<file path="src/rtl/clock_divider_pkg.sv">
// Shared helpers for the multi-channel clock divider: index width derivation
// and reset half-period computation.
package clock_divider_pkg;

  function automatic int ceil_log2(input int n);
    int r;
    r = 0;
    for (int i = 0; i < 31; i++) begin
      if ((1 << i) < n) r = i + 1;
    end
    return r;
  endfunction

  // A single channel still needs a one-bit select port.
  function automatic int ch_idx_width(input int n);
    return (ceil_log2(n) < 1) ? 1 : ceil_log2(n);
  endfunction

  function automatic longint half_period(input longint ref_clk, input longint freq);
    longint hp;
    if (freq <= 0) return 64'sd1;
    hp = ref_clk / (2 * freq);
    return (hp < 1) ? 64'sd1 : hp;
  endfunction

endpackage

</file>
<file path="src/rtl/clock_divider_channel.sv">
// One divider channel: half-period counter, active/shadow half-period
// registers, 50% duty output and rising-edge tick.
module clock_divider_channel #(
  parameter int                   DIV_WIDTH  = 32,
  parameter logic [DIV_WIDTH-1:0] DEFAULT_HP = 1
) (
  input  logic                 clk_FPGA,
  input  logic                 reset,
  input  logic                 enable,
  input  logic                 restart,
  input  logic                 load,
  input  logic [DIV_WIDTH-1:0] value,
  output logic                 clock_signal,
  output logic                 tick,
  output logic                 pending
);

  logic [DIV_WIDTH-1:0] counter;
  logic [DIV_WIDTH-1:0] active_hp;
  logic [DIV_WIDTH-1:0] shadow_hp;
  logic [DIV_WIDTH-1:0] next_shadow;
  logic                 next_pending;
  logic                 terminal;

  // shadow equals active whenever nothing is pending, so copying the
  // effective shadow at every boundary is safe.
  always_comb begin
    next_shadow  = load ? value : shadow_hp;
    next_pending = load | pending;
    terminal     = (counter == (active_hp - DIV_WIDTH'(1)));
  end

  always_ff @(posedge clk_FPGA or posedge reset) begin
    if (reset) begin
      counter      <= '0;
      active_hp    <= DEFAULT_HP;
      shadow_hp    <= DEFAULT_HP;
      clock_signal <= 1'b0;
      tick         <= 1'b0;
      pending      <= 1'b0;
    end else begin
      shadow_hp <= next_shadow;
      tick      <= 1'b0;
      if (restart || !enable) begin
        counter      <= '0;
        clock_signal <= 1'b0;
        active_hp    <= next_shadow;
        pending      <= 1'b0;
      end else if (terminal) begin
        counter      <= '0;
        clock_signal <= ~clock_signal;
        tick         <= ~clock_signal;
        active_hp    <= next_shadow;
        pending      <= 1'b0;
      end else begin
        counter <= counter + DIV_WIDTH'(1);
        pending <= next_pending;
      end
    end
  end

endmodule

</file>
<file path="src/rtl/clock_divider_multi.sv">
// Multi-channel runtime-programmable clock divider: configuration decode,
// load validation and the per-channel divider array.
module clock_divider_multi
  import clock_divider_pkg::*;
#(
  parameter int CHANNELS          = 4,
  parameter int REFERENCE_CLOCK   = 50000000,
  parameter int DEFAULT_FREQUENCY = 1,
  parameter int DIV_WIDTH         = 32,
  localparam int CH_IDX_WIDTH     = ch_idx_width(CHANNELS)
) (
  input  logic                    clk_FPGA,
  input  logic                    reset,
  input  logic [CHANNELS-1:0]     enable,
  input  logic                    sync_restart,
  input  logic                    cfg_load,
  input  logic [CH_IDX_WIDTH-1:0] cfg_channel,
  input  logic [DIV_WIDTH-1:0]    cfg_half_period,
  output logic                    cfg_error,
  output logic [CHANNELS-1:0]     cfg_pending,
  output logic [CHANNELS-1:0]     clock_signal,
  output logic [CHANNELS-1:0]     tick
);

  localparam int CH_SLOTS = 1 << CH_IDX_WIDTH;
  localparam logic [DIV_WIDTH-1:0] DEFAULT_HP =
    DIV_WIDTH'(half_period(REFERENCE_CLOCK, DEFAULT_FREQUENCY));

  logic [CH_SLOTS-1:0] ch_valid;
  logic                cfg_ok;
  logic [CHANNELS-1:0] load_vec;

  // Lookup mask instead of a magnitude compare keeps the range check
  // well-formed when CHANNELS fills the whole index space.
  always_comb begin
    ch_valid = '0;
    for (int i = 0; i < CH_SLOTS; i++) begin
      ch_valid[i] = (i < CHANNELS);
    end
    cfg_ok = (cfg_half_period != '0) && ch_valid[cfg_channel];
  end

  always_ff @(posedge clk_FPGA or posedge reset) begin
    if (reset) begin
      cfg_error <= 1'b0;
    end else begin
      cfg_error <= cfg_load && !cfg_ok;
    end
  end

  for (genvar i = 0; i < CHANNELS; i++) begin : g_ch
    assign load_vec[i] = cfg_load && cfg_ok && (cfg_channel == CH_IDX_WIDTH'(i));

    clock_divider_channel #(
      .DIV_WIDTH  (DIV_WIDTH),
      .DEFAULT_HP (DEFAULT_HP)
    ) u_channel (
      .clk_FPGA     (clk_FPGA),
      .reset        (reset),
      .enable       (enable[i]),
      .restart      (sync_restart),
      .load         (load_vec[i]),
      .value        (cfg_half_period),
      .clock_signal (clock_signal[i]),
      .tick         (tick[i]),
      .pending      (cfg_pending[i])
    );
  end

endmodule

</file>
<file path="config.mk">
export PLATFORM = sky130hd
export DESIGN_NAME = clock_divider_multi
export DESIGN_NICKNAME = d
export VERILOG_FILES = /design/src/rtl/clock_divider_pkg.sv /design/src/rtl/clock_divider_channel.sv /design/src/rtl/clock_divider_multi.sv
export SDC_FILE = /design/constraint.sdc
export NUM_CORES = 1
export LEC_CHECK = 0
export BUFFER_PORTS_ARGS = -buffer_cell sky130_fd_sc_hd__clkbuf_2
export CAP_MARGIN = 5
export CELL_PAD_IN_SITES_DETAIL_PLACEMENT = 2
export CELL_PAD_IN_SITES_GLOBAL_PLACEMENT = 2
export CORE_MARGIN = 3
export CORE_UTILIZATION = 35
export CTS_CLUSTER_SIZE = 25
export DETAILED_ROUTE_END_ITERATION = 16
export GPL_TIMING_DRIVEN = 0
export PLACE_DENSITY_LB_ADDON = 0.25
export SETUP_SLACK_MARGIN = 0.5
export SLEW_MARGIN = 10
export SYNTH_ARGS = -nofsm -noshare
export SYNTH_HDL_FRONTEND = slang
export SYNTH_SLANG_ARGS = --single-unit
</file>
<file path="constraint.sdc">
create_clock -name clk_FPGA -period 20.5 [get_ports clk_FPGA]
set_input_delay 4.1 -clock clk_FPGA [delete_from_list [all_inputs] [get_ports clk_FPGA]]
set_output_delay 4.1 -clock clk_FPGA [all_outputs]
set_load 0.03 [all_outputs]
</file>
# After elaboration in Yosys (flattened, before gate mapping)
# Index checks and enable logic that the tools add are counted.
[op_classes]
n_addsub = 8
n_lt_le_gt_ge = 1
n_eq_ne = 7
mux = 46
bitwise = 8
reduce_logical = 22
[ops]
columns = ["operator", "n"]
rows = [
  ["32-bit two-way mux", 20],
  ["32-bit by 1-bit adder with 32-bit output (second input constant)", 4],
  ["32-bit equality test", 4],
  ["32-bit by 1-bit subtractor with 32-bit output (second input constant)", 4],
  ["32-bit nonzero test", 1],
  ["1-bit two-way mux", 25],
  ["2-bit nonzero test", 4],
  ["1-bit logical AND", 7],
  ["1-bit zero test", 5],
  ["2-bit equality test (second input constant)", 2],
  ["1-bit logical OR", 4],
  ["1-bit NOT", 4],
  ["1-bit OR", 4],
  ["2-bit by 3-bit < comparator with 1-bit output (second input constant)", 1],
  ["1-bit binary-select mux with 2-bit select", 1],
  ["2-bit by 1-bit equality test with 1-bit output (second input constant)", 1],
  ["2-bit zero test", 1],
]
[totals]
reg_bits = 397
in_bits = 42
out_inout_bits = 13
word_cells = 117

# Logic depth before layout (Yosys ltp)
[depth]
depth_word = 8
ltp_mapped = 15
ltp_nobuf = 10

# Hierarchy
# A second synthesis with hierarchy kept.
[unflattened]
cells_unflattened = 1886
hier_area_um2 = 21056.4
[by_module_without_submodules]
columns = ["mod", "instances", "cells_per_inst", "area_each_um2", "seq_area_each_um2"]
rows = [
  ["clock_divider_channel at g_ch[2].u_channel ...", 2, 477, 5291.3, 2507.4],
  ["clock_divider_channel at g_ch[0].u_channel ...", 2, 455, 5161.2, 2507.4],
  ["clock_divider_multi", 1, 22, 151.4, 25.0],
]

# Worst setup path before layout
# No wires, ideal clock.
[synth_timing]
path_type = "input port to flip-flop"
from = "input port cfg_half_period[5]"
to = "register g_ch[0].u_channel.active_hp[10]"
arrival_time_ns = 6.098
setup_slack_ns = 14.277
cell_stages = 8
path_cell_list = "nor4_1 > nand4_1 > o21ai_0 > or3_1 > clkbuf_1 > clkbuf_1 > mux2_2 > mux2_2"
[synth_between]
elab_chain_len = 7
[synth_rtl]
columns = ["element", "line_no", "rtl"]
rows = [
  ["start, declared", "clock_divider_multi.sv:18", "input logic [DIV_WIDTH-1:0] cfg_half_period,"],
  ["32-bit nonzero test (*)", "clock_divider_multi.sv:40", "cfg_ok = (cfg_half_period != '0) && ch_valid[cfg_channel];"],
  ["1-bit logical AND (*)", "clock_divider_multi.sv:40", ""],
  ["1-bit logical AND (*) (2 in series)", "clock_divider_multi.sv:52", "assign load_vec[i] = cfg_load && cfg_ok && (cfg_channel == CH_IDX_WIDTH'(i));"],
  ["32-bit two-way mux (*)", "clock_divider_channel.sv:28", "next_shadow = load ? value : shadow_hp;"],
  ["net g_ch[0].u_channel.next_shadow[10]", "clock_divider_channel.sv:21", "logic [DIV_WIDTH-1:0] next_shadow;"],
  ["32-bit two-way mux", "clock_divider_channel.sv:49", "end else if (terminal) begin"],
  ["32-bit two-way mux (*)", "clock_divider_channel.sv:44", "if (restart || !enable) begin"],
  ["end signal, assigned", "clock_divider_channel.sv:47", "active_hp <= next_shadow;"],
  ["end signal, assigned", "clock_divider_channel.sv:53", "active_hp <= next_shadow;"],
  ["end, declared", "clock_divider_channel.sv:19", "logic [DIV_WIDTH-1:0] active_hp;"],
]
# The timed path passes the listed nets; every way through them passes the cells marked *. The select of a mux whose other input is x is not followed.
# A chain may end at the register's enable or synchronous reset.

# Worst setup path in the final report
[layout_timing]
from = "input port cfg_half_period[18]"
to = "register g_ch[0].u_channel.active_hp[15]"
# Same word-level chain as after synthesis.

==> reports/qor.yml <==
start_util_pct: 35.7
timing.final.crit_share_pct: 33.1
drv_cap: 0
peakVddDrop_mv: 0.0489
drv_slew: 0
syn_area_um2: 21200
synthArstFlopShare_pct: 100
cp.arrival_ps: 7230
status: "finished, final reports clean"
crit_type: "input pin to register"
dr.pass1.iters: 5
total_power_uw: 2270
fmax_ghz: 0.148
design_area_um2: 24100
cts_setup_buffers: 0
h-tree-depth: 2
cts-resized-gates: 0
clk_pin_slew_worst_paths_ps: 60
critPathRequiredTime_ps: 20950
pre_cts_ws_ps: 13190
holdCritPathClass: "register to register"
cts_hold_buf: 0
die_y_um: 252
cts_buffers: 46
power.density_nw_per_um2: 94.4
yosys_register_bits: 397
area_delta_synth_final_pct: 13.5
synth_fp_nets: 2025
p_leak_uw: 0.00938
overflow: 0
yosys_warnings: 0
vias_per_cell: 5.46
yosysSeqAreaShare_pct: 47.3
max_slew_margin_pct: 21.9
drive_gt1_share_pct: 25.5
worst_setup_path_end_kind: "register"
fp.dieArea_um2: 63700
drc: 0
ant_nets: 0
grt_max_degree: 114
first_global_vias: 17900
min_period_ps: 6780
core.rowCount: 89
grt_pass1_wl_mm: 104
dp.final_hpwl_mm: 47.3
postPlaceCellArea_um2: 22600
r2r_setup_slack_ps: 14780
worst_pin_slew_ps: 1160
synth_ff_type: "dfrtp_1"
port_buffers: 54
syn_area_per_cell_um2: 10.8
mostFrequentLayoutCell: "dfrtp_1"
final_cell_mix: "dfrtp_1, mux2_2, nor2_1"
antenna_found_initial: 5
coreArea_um2: 59600
num_vias: 15800
ios: 55
synth-edff-count: 0
yosysUniqueCellTypes: 75
wirelength_mm: 65.2
skew_ps: 12.4
fin_worst_hold_slack_ps: 465
nets: 2130
first_iter_violations: 722
grt_usage_pct: 20.6
crit_fanout: 10
cts.sinks: 397
cts.path.max_buffers: 3
clock_latency_ps: 580
tritoncts: "done"
hold_violations: 0
die_w_um: 252
finalSetupTns_ps: 0
worst_slack_ps: 13720
rsz0062_at_grt: "no"
gp_congestion: 0.843
root_buffer: "clkbuf_16"
finalSetupViolations: 0
wl_per_cell_um: 22.5
worst_setup_path_start_kind: "input pin"
synth_cells: 1975
cell families after synthesis:
kind of cell	Yosys count	synth area share (%)
AND/OR/NAND/NOR	723	18.2
flip-flops	397	47.3
multiplexers	273	14.4
XOR/XNOR	271	11.2
AO/OA/AOI/OAI	165	5.50
buffers and inverters	138	2.90
adder cells (fa/ha/maj)	8	0.471
routing by layer:
layer  part of all wire, %  vias to the layer above  global-route usage (%)
li1                      -                     7245                       -
met1                    44                     8260                    26.8
met2                    50                      197                    36.2
met3                   3.0                       80                    2.52
met4                   2.7                        0                    6.05
met5                     0                        -                       0
registers in the layout, indices dropped and copies added (netlist names):
name and flops:
g_ch.u_channel.shadow_hp 128, g_ch.u_channel.active_hp 128, g_ch.u_channel.counter 128, cfg_error 1
g_ch.u_channel.pending 4, g_ch.u_channel.tick 4, g_ch.u_channel.clock_signal 4
cells in the mapped netlist (8+ instances only):
cell type / number / share of area (%)
dfrtp_1: 301 / 35
nor4_1: 62 / 1.8
nand3_1: 67 / 1.6
and4_1: 12 / 0.49
a21oi_1: 26 / 0.61
buf_2: 12 / 0.28
or3_1: 24 / 0.71
or4_1: 37 / 1.3
nand3b_1: 11 / 0.39
ha_1: 8 / 0.47
a31oi_1: 14 / 0.41
and2_1: 34 / 1.0
xor2_1: 123 / 5.1
clkbuf_1: 64 / 1.1
and3_1: 24 / 0.71
xnor2_1: 148 / 6.1
nor3_1: 60 / 1.4
nor2b_1: 18 / 0.53
buf_1: 10 / 0.18
nand4_1: 51 / 1.5
nand2_1: 82 / 1.4
dfstp_2: 96 / 12
nand2b_1: 21 / 0.62
o21ai_0: 28 / 0.66
mux2_2: 255 / 14
nor2_1: 185 / 3.3
inv_1: 33 / 0.58
mux2i_1: 13 / 0.61
buf_4: 16 / 0.57
o31ai_1: 12 / 0.42
worst paths after layout:
check                                          startpoint                               to  cells past startpoint
max in group asynchronous                           reset     g_ch[2].u_channel.counter[4]                      5
min                        g_ch[1].u_channel.clock_signal           g_ch[1].u_channel.tick                      1
min reg2reg                g_ch[1].u_channel.clock_signal           g_ch[1].u_channel.tick                      1
max reg2reg                g_ch[3].u_channel.active_hp[4]     g_ch[3].u_channel.counter[5]                     12
max                                   cfg_half_period[18]  g_ch[0].u_channel.active_hp[15]                      9
min in group asynchronous                           reset        g_ch[0].u_channel.pending                      2
worst max-delay path, stage by stage:
cell	delay [ps]
clkbuf_2	250
nor4_1	380
nand4_1	240
o21ai_0	420
or3_1	170
clkbuf_1	430
clkbuf_1	520
mux2_2	430
mux2_2	280
per-stage QoR:
stage,instances,utilization (%)
3_5_place_dp,2805,37.9
4_1_cts,2890,40.4
5_1_grt,2890,40.5
6_report,2891,40.5
3_3_place_gp,2802,37.7
2_1_floorplan,1975,-
area by class of cell:
| cell class | count | area [um2] |
|---|---|---|
| Antenna cell | 1 | 2.50 |
| Multi-Input combinational cell | 1440 | 10600 |
| Timing Repair Buffer | 57 | 353 |
| Fill cell | 6206 | 35500 |
| Tap cell | 773 | 967 |
| Buffer | 105 | 492 |
| Clock inverter | 19 | 134 |
| Clock buffer | 66 | 1380 |
| Sequential cell | 397 | 10100 |
| Inverter | 33 | 131 |
power breakdown:
group / internal, uW / switching, uW / leakage [uW] / total [uW]
Combinational: 192 / 240 / 0.00375 / 432
Clock: 481 / 343 / 0.000760 / 824
Sequential: 918 / 100 / 0.00487 / 1020
Total: 1590 / 683 / 0.00938 / 2270
Power figures use the tool's default switching activity.
